--- config.mk ---
export PLATFORM = sky130hd
export DESIGN_NAME = cmplx_mixer
export DESIGN_NICKNAME = d
export VERILOG_FILES = /design/src/rtl/cmplx_mixer.sv
export SDC_FILE = /design/constraint.sdc
export NUM_CORES = 2
export LEC_CHECK = 0
export ABC_CLOCK_PERIOD_IN_PS = 7500
export CAP_MARGIN = 15
export CORE_ASPECT_RATIO = 0.7
export CORE_MARGIN = 4
export CORE_UTILIZATION = 32
export DETAILED_ROUTE_END_ITERATION = 12
export PLACE_DENSITY = 0.51
export SLEW_MARGIN = 20
export SYNTH_ARGS = -nofsm -noshare
export SYNTH_HDL_FRONTEND = slang
export SYNTH_SLANG_ARGS = --single-unit
--- constraint.sdc ---
create_clock -name iclk -period 7.5 [get_ports iclk]
set_input_delay 1.875 -clock iclk [delete_from_list [all_inputs] [get_ports iclk]]
set_output_delay 1.875 -clock iclk [all_outputs]
set_load 0.05 [all_outputs]
--- src/rtl/cmplx_mixer.sv ---
// Pipelined complex mixer: (re + j*im) * (cos +/- j*sin), scaled by 2^-(pDDS_W-2+pMUL_W).
// Stages: input reg, multiply reg, add/sub reg, optional round reg; one sample per enabled cycle.
module cmplx_mixer #(
  parameter int pIDAT_W      = 16,
  parameter int pDDS_W       = 17,
  parameter int pODAT_W      = 18,
  parameter int pMUL_W       = 0,
  parameter int pCONJ        = 0,
  parameter int pUSE_DSP_ADD = 1,
  parameter int pUSE_ROUND   = 1
) (
  input  logic                      iclk,
  input  logic                      ireset,
  input  logic                      iclkena,
  input  logic                      ival,
  input  logic signed [pIDAT_W-1:0] idat_re,
  input  logic signed [pIDAT_W-1:0] idat_im,
  input  logic signed [pDDS_W-1:0]  icos,
  input  logic signed [pDDS_W-1:0]  isin,
  output logic                      oval,
  output logic signed [pODAT_W-1:0] odat_re,
  output logic signed [pODAT_W-1:0] odat_im
);

  localparam int unsigned PROD_W = pIDAT_W + pDDS_W;
  localparam int unsigned SUM_W  = PROD_W + 1;
  localparam int unsigned SHIFT  = pDDS_W - 2 + pMUL_W;
  localparam int unsigned LAT    = 3 + ((pUSE_ROUND != 0) ? 1 : 0);
  localparam bit          CONJ   = (pCONJ != 0);

  function automatic logic signed [PROD_W-1:0] mul(input logic signed [pIDAT_W-1:0] a,
                                                   input logic signed [pDDS_W-1:0]  b);
    return PROD_W'(a) * PROD_W'(b);
  endfunction

  function automatic logic signed [SUM_W-1:0] add_sub(input logic signed [PROD_W-1:0] a,
                                                      input logic signed [PROD_W-1:0] b,
                                                      input logic                     sub);
    return sub ? (SUM_W'(a) - SUM_W'(b)) : (SUM_W'(a) + SUM_W'(b));
  endfunction

  logic [LAT-1:0]             val_pipe;
  logic signed [pIDAT_W-1:0]  re1, im1;
  logic signed [pDDS_W-1:0]   cos1, sin1;
  logic signed [SUM_W-1:0]    sum3_re_c, sum3_im_c;
  logic signed [SUM_W-1:0]    sum3_re, sum3_im;

  // valid delay line matches the data latency exactly
  always_ff @(posedge iclk or negedge ireset) begin
    if (!ireset) begin
      val_pipe <= '0;
    end else if (iclkena) begin
      val_pipe <= {val_pipe[LAT-2:0], ival};
    end
  end

  assign oval = val_pipe[LAT-1];

  // stage 1: input register
  always_ff @(posedge iclk or negedge ireset) begin
    if (!ireset) begin
      re1  <= '0;
      im1  <= '0;
      cos1 <= '0;
      sin1 <= '0;
    end else if (iclkena) begin
      re1  <= idat_re;
      im1  <= idat_im;
      cos1 <= icos;
      sin1 <= isin;
    end
  end

  // stages 2/3: either a post-adder fused with the second multiply, or plain adders
  if (pUSE_DSP_ADD != 0) begin : g_dsp_add
    logic signed [PROD_W-1:0]  p_rc2, p_ic2;
    logic signed [pIDAT_W-1:0] re2, im2;
    logic signed [pDDS_W-1:0]  sin2;
    logic signed [PROD_W-1:0]  p_is_c, p_rs_c;

    always_ff @(posedge iclk or negedge ireset) begin
      if (!ireset) begin
        p_rc2 <= '0;
        p_ic2 <= '0;
        re2   <= '0;
        im2   <= '0;
        sin2  <= '0;
      end else if (iclkena) begin
        p_rc2 <= mul(re1, cos1);
        p_ic2 <= mul(im1, cos1);
        re2   <= re1;
        im2   <= im1;
        sin2  <= sin1;
      end
    end

    always_comb begin
      p_is_c    = mul(im2, sin2);
      p_rs_c    = mul(re2, sin2);
      sum3_re_c = add_sub(p_rc2, p_is_c, !CONJ);
      sum3_im_c = add_sub(p_ic2, p_rs_c, CONJ);
    end
  end else begin : g_sep_add
    logic signed [PROD_W-1:0] p_rc2, p_is2, p_rs2, p_ic2;

    always_ff @(posedge iclk or negedge ireset) begin
      if (!ireset) begin
        p_rc2 <= '0;
        p_is2 <= '0;
        p_rs2 <= '0;
        p_ic2 <= '0;
      end else if (iclkena) begin
        p_rc2 <= mul(re1, cos1);
        p_is2 <= mul(im1, sin1);
        p_rs2 <= mul(re1, sin1);
        p_ic2 <= mul(im1, cos1);
      end
    end

    always_comb begin
      sum3_re_c = add_sub(p_rc2, p_is2, !CONJ);
      sum3_im_c = add_sub(p_ic2, p_rs2, CONJ);
    end
  end

  // stage 3: full-precision sum register
  always_ff @(posedge iclk or negedge ireset) begin
    if (!ireset) begin
      sum3_re <= '0;
      sum3_im <= '0;
    end else if (iclkena) begin
      sum3_re <= sum3_re_c;
      sum3_im <= sum3_im_c;
    end
  end

  if (pUSE_ROUND != 0) begin : g_round
    localparam int unsigned RND_POS = (SHIFT == 0) ? 0 : SHIFT - 1;
    localparam logic signed [SUM_W:0] RND =
      (SHIFT == 0) ? '0 : ((SUM_W + 1)'(1) << RND_POS);

    logic signed [SUM_W:0] rnd_re_c, rnd_im_c;

    // one extra headroom bit so the half-LSB add can never wrap
    always_comb begin
      rnd_re_c = (SUM_W + 1)'(sum3_re) + RND;
      rnd_im_c = (SUM_W + 1)'(sum3_im) + RND;
    end

    always_ff @(posedge iclk or negedge ireset) begin
      if (!ireset) begin
        odat_re <= '0;
        odat_im <= '0;
      end else if (iclkena) begin
        odat_re <= pODAT_W'(rnd_re_c >>> SHIFT);
        odat_im <= pODAT_W'(rnd_im_c >>> SHIFT);
      end
    end
  end else begin : g_trunc
    // truncating output is a pure bit-select of the sum register
    assign odat_re = pODAT_W'(sum3_re >>> SHIFT);
    assign odat_im = pODAT_W'(sum3_im >>> SHIFT);
  end

endmodule

Word level (Yosys, flattened, before mapping) --
Index checks and enable logic that the tools add are counted.
Operators by class: multipliers 4, add/subtract/negate cells 4
Operators with widths (number):
- 16-bit by 17-bit multiplier with 33-bit output | 4
- 33-bit by 16-bit adder with 33-bit output (second input constant) | 2
- 33-bit adder | 1
- 33-bit subtractor | 1
Word-level totals: output and inout bits 37, bits in registers 287, input port bits 70, word-level logic and storage cells 22

Logic depth before layout (Yosys ltp) --
depth in word-level cells 2, mapped depth 26, depth with buffers taken out 23

Least setup slack after synthesis --
Ideal clock, no wire load.
path kind flip-flop to flip-flop, start register g_dsp_add.re2[1], end register sum3_im[32], slack 1.033 ns, setup time 0.069 ns, arrival time 6.398 ns, stages on the path, launching flop included 23, clock period less this slack 6.467 ns, data required time 7.431 ns, path buffers 1, cells stage by stage dfrtp_1 clkbuf_1 nand2_1 inv_1 fa_1 inv_1 fa_1 inv_1 fa_1 fa_1 fa_1 inv_1 fa_1 inv_1 ha_1 a21o_1 a21o_1 a21oi_1 and2b_2 a311oi_4 o211ai_2 or4_1 nand3_1
On the way: cells in the longest elaborated chain, start to end 2
Ends and longest elaborated chain:
- start, declared | line 77 | logic signed [pIDAT_W-1:0] re2, im2;
- start signal, assigned | line 91 | re2 <= re1;
- 16-bit by 17-bit multiplier with 33-bit output | line 33 | return PROD_W'(a) * PROD_W'(b);
- 33-bit adder | line 39 | return sub ? (SUM_W'(a) - SUM_W'(b)) : (SUM_W'(a) + SUM_W'(b));
- end signal, assigned | line 133 | sum3_im <= sum3_im_c;
- end, declared | line 46 | logic signed [SUM_W-1:0] sum3_re, sum3_im;
Every way passes these cells. A chain may end at the register's enable or synchronous reset.

Final worst setup path --
start register cos1[3], end register g_dsp_add.p_rc2[30]
On the way: cells in the longest elaborated chain, start to end 1
Ends and longest elaborated chain:
- start, declared | line 44 | logic signed [pDDS_W-1:0] cos1, sin1;
- start signal, assigned | line 69 | cos1 <= icos;
- 16-bit by 17-bit multiplier with 33-bit output | line 33
- end signal, assigned | line 89 | p_rc2 <= mul(re1, cos1);
- end, declared | line 76 | logic signed [PROD_W-1:0] p_rc2, p_ic2;
Every way passes these cells.

==> reports/qor.csv <==
metric,value,unit
dr.pass1.iters,7,
clock-sinks,259,
global_route.overflow_total,0,
synth_area,53200,sq um
worstSetupPathType,reg2reg,
placed_cells,7712,
setup.worst_path.start_class,flip-flop,
muxShareOfSynthArea,0.0367,
drv_slew,0,
fillerInstances,16826,
synth_compound_area_frac,0.0461,
setup_viol_count_final,0,
holdBufCountCts,0,
routedWlPerCell,19.2,um
yosys.area_share.simple,0.134,
synth_ff_type,dfrtp_1,
worst_slew_pin_slew,1040,ps
fin_nets,7144,
via_count,36428,
holdWs,497,ps
drc_errors,0,
grt_pass1_wl,242,mm
die_x,495,um
crit_path_end_kind,flip-flop,
tritoncts,built,
antenna_left,0,
critPathLaunch,cos1[3],
final_common_cell,inv_1,
final_hold_viol_count,0,
postCtsSetupBuffers,0,
hold_path_startpoint,g_dsp_add.p_rc2[16],
synth_xor_area_frac,0.0229,
synth_top_family_by_area,adder cells,
max_freq,138,MHz
synth-edff-count,0,
cts-root-buf,clkbuf_16,
routed_via_density,4.68,
cts_resized,0,
final_cell_mix,"1348 x inv_1, 1171 x fa_1, 587 x nand2_1",
ys_warn_count,0,
utilization,0.357,
gr-usage-all-layers,0.181,
routed_wl,149,mm
syn2layout_area_growth,10.3,%
row_count,124,
yosys.cell_types.count,72,
clock_path_buffers,3,
grt_pass1_vias,40078,
dr.first_iter.drc_count,2232,
dieHeight,349,um
syn_area_per_cell,9.66,sq um
max_slew_margin,0.309,
skew,43.5,ps
r2r_start,cos1[3],
htreeDepth,2,
crit_fanout,33,
synth_fa_ha_area_frac,0.525,
cts_made_buffers,37,
place.gp.congestion,0.868,
drv_cap,0,
drive_gt1_frac,0.0714,
ys_seq_area_frac,0.122,
syn_nets,7100,
clk_latency,640,ps
setup_tns,0,ps
die-area,173000,sq um
path_clk_slew,70,ps
grt_setup_unrepaired,false,
cp.required,8030,ps
hp-class,reg2reg,
fin_crit_sh,0.969,
synth_seq_cells,259,
final_cells,7779,
antenna_found_initial,10,
grt_max_degree,123,
ys_async_sr_fraction,1.00,
initial_core_util,0.324,
port_buffers,106,
outcome,finished clean,
hpwlAfterDp,123,mm
syn_inst,5502,
cp.arrival,7800,ps
period_needed,7270,ps
io_pins,107,
coreArea,164000,sq um
## per-layer routing
layer,part of all wire,global-route usage,wire (um),up-vias
li1,-,-,-,16382
met5,0,0,0,-
met2,0.41,0.261,61400,921
met3,0.068,0.0331,10100,100
met1,0.50,0.284,74900,19025
met4,0.018,0.0321,2680,0
## cells by family after synthesis
kind of cell | count (synthesis)
flops | 259
fa+ha+maj | 1528
mux | 174
simple gates | 1440
xor+xnor | 139
buf+inv | 1596
compound gates | 366
## metrics by stage
stage	cell area [sq um]	worst slack, ps
finish	58600	233
global placement	57300	214
detailed placement	57300	231
global route	58600	9.00
floorplan	53200	1030
CTS	58600	254
## cell type report
class | instances | area, sq um | area share
repair buffers | 252 | 2290 | 0.0391
multi-input cells | 3647 | 40700 | 0.693
flip-flops and latches | 259 | 6490 | 0.111
inverters | 1349 | 5060 | 0.0863
well taps | 2205 | 2760 | 0.0470
diodes | 3 | 7.51 | 0.000128
clock inverters | 19 | 375 | 0.00640
clock buffers | 45 | 996 | 0.0170
## critical path: stages, from the launching register on
cell and delay [ps]:
dfrtp_2 750, and2_1 350, fa_1 470, inv_1 50, fa_1 530, inv_1 50, fa_1 500, fa_1 430
fa_1 490, inv_1 50, fa_1 480, inv_1 40, ha_1 270, buf_4 160, a21oi_1 140, o21ai_0 250
nor4_1 710, buf_4 250, a21o_1 220, a31oi_1 170, a211oi_1 370, nor4b_1 110, a311o_1 280
## synthesized netlist by cell type (8+ instances only)
master,instances,area [sq um]
mux2i_1,9,90.1
ha_1,357,4470
o211ai_1,12,90.1
xnor2_1,101,885
clkbuf_1,237,890
o31ai_1,13,97.6
and2_1,508,3180
dfrtp_1,259,6480
nand2_1,587,2200
inv_1,1348,5060
nand3_1,41,205
o21bai_1,13,97.6
nor2b_1,24,150
and3_1,22,138
fa_1,1171,23400
mux2_2,165,1860
nand4_1,17,106
nor3_1,30,150
o21ai_0,52,260
nor2_1,148,556
a21oi_1,113,566
xor2_1,38,333
a211oi_1,24,180
or3_1,13,81.3
o21a_1,26,195
a21o_1,37,278
a31oi_1,8,50.1
nand2b_1,16,100
## registers in the layout (all words and copies together), names as in the netlist, 17 cells and up
signal and flops:
sum3_re 19, g_dsp_add.sin2 17, g_dsp_add.p_ic2 33, odat_im 18, sum3_im 19, odat_re 18
cos1 17, g_dsp_add.p_rc2 33, sin1 17
## worst paths after layout
path                                        to  slack (ps)  cells after the start
max                        g_dsp_add.p_rc2[30]         230                     22
min                        g_dsp_add.p_rc2[16]         500                      2
max reg2reg                g_dsp_add.p_rc2[30]         230                     22
min reg2reg                g_dsp_add.p_rc2[16]         500                      2
max in group asynchronous              cos1[3]        4830                      2
min in group asynchronous          val_pipe[2]        1270                      1
Power is left out: the tool's default activity adds up to more than one toggle a clock period on the data nets, which glitch-free logic cannot reach.
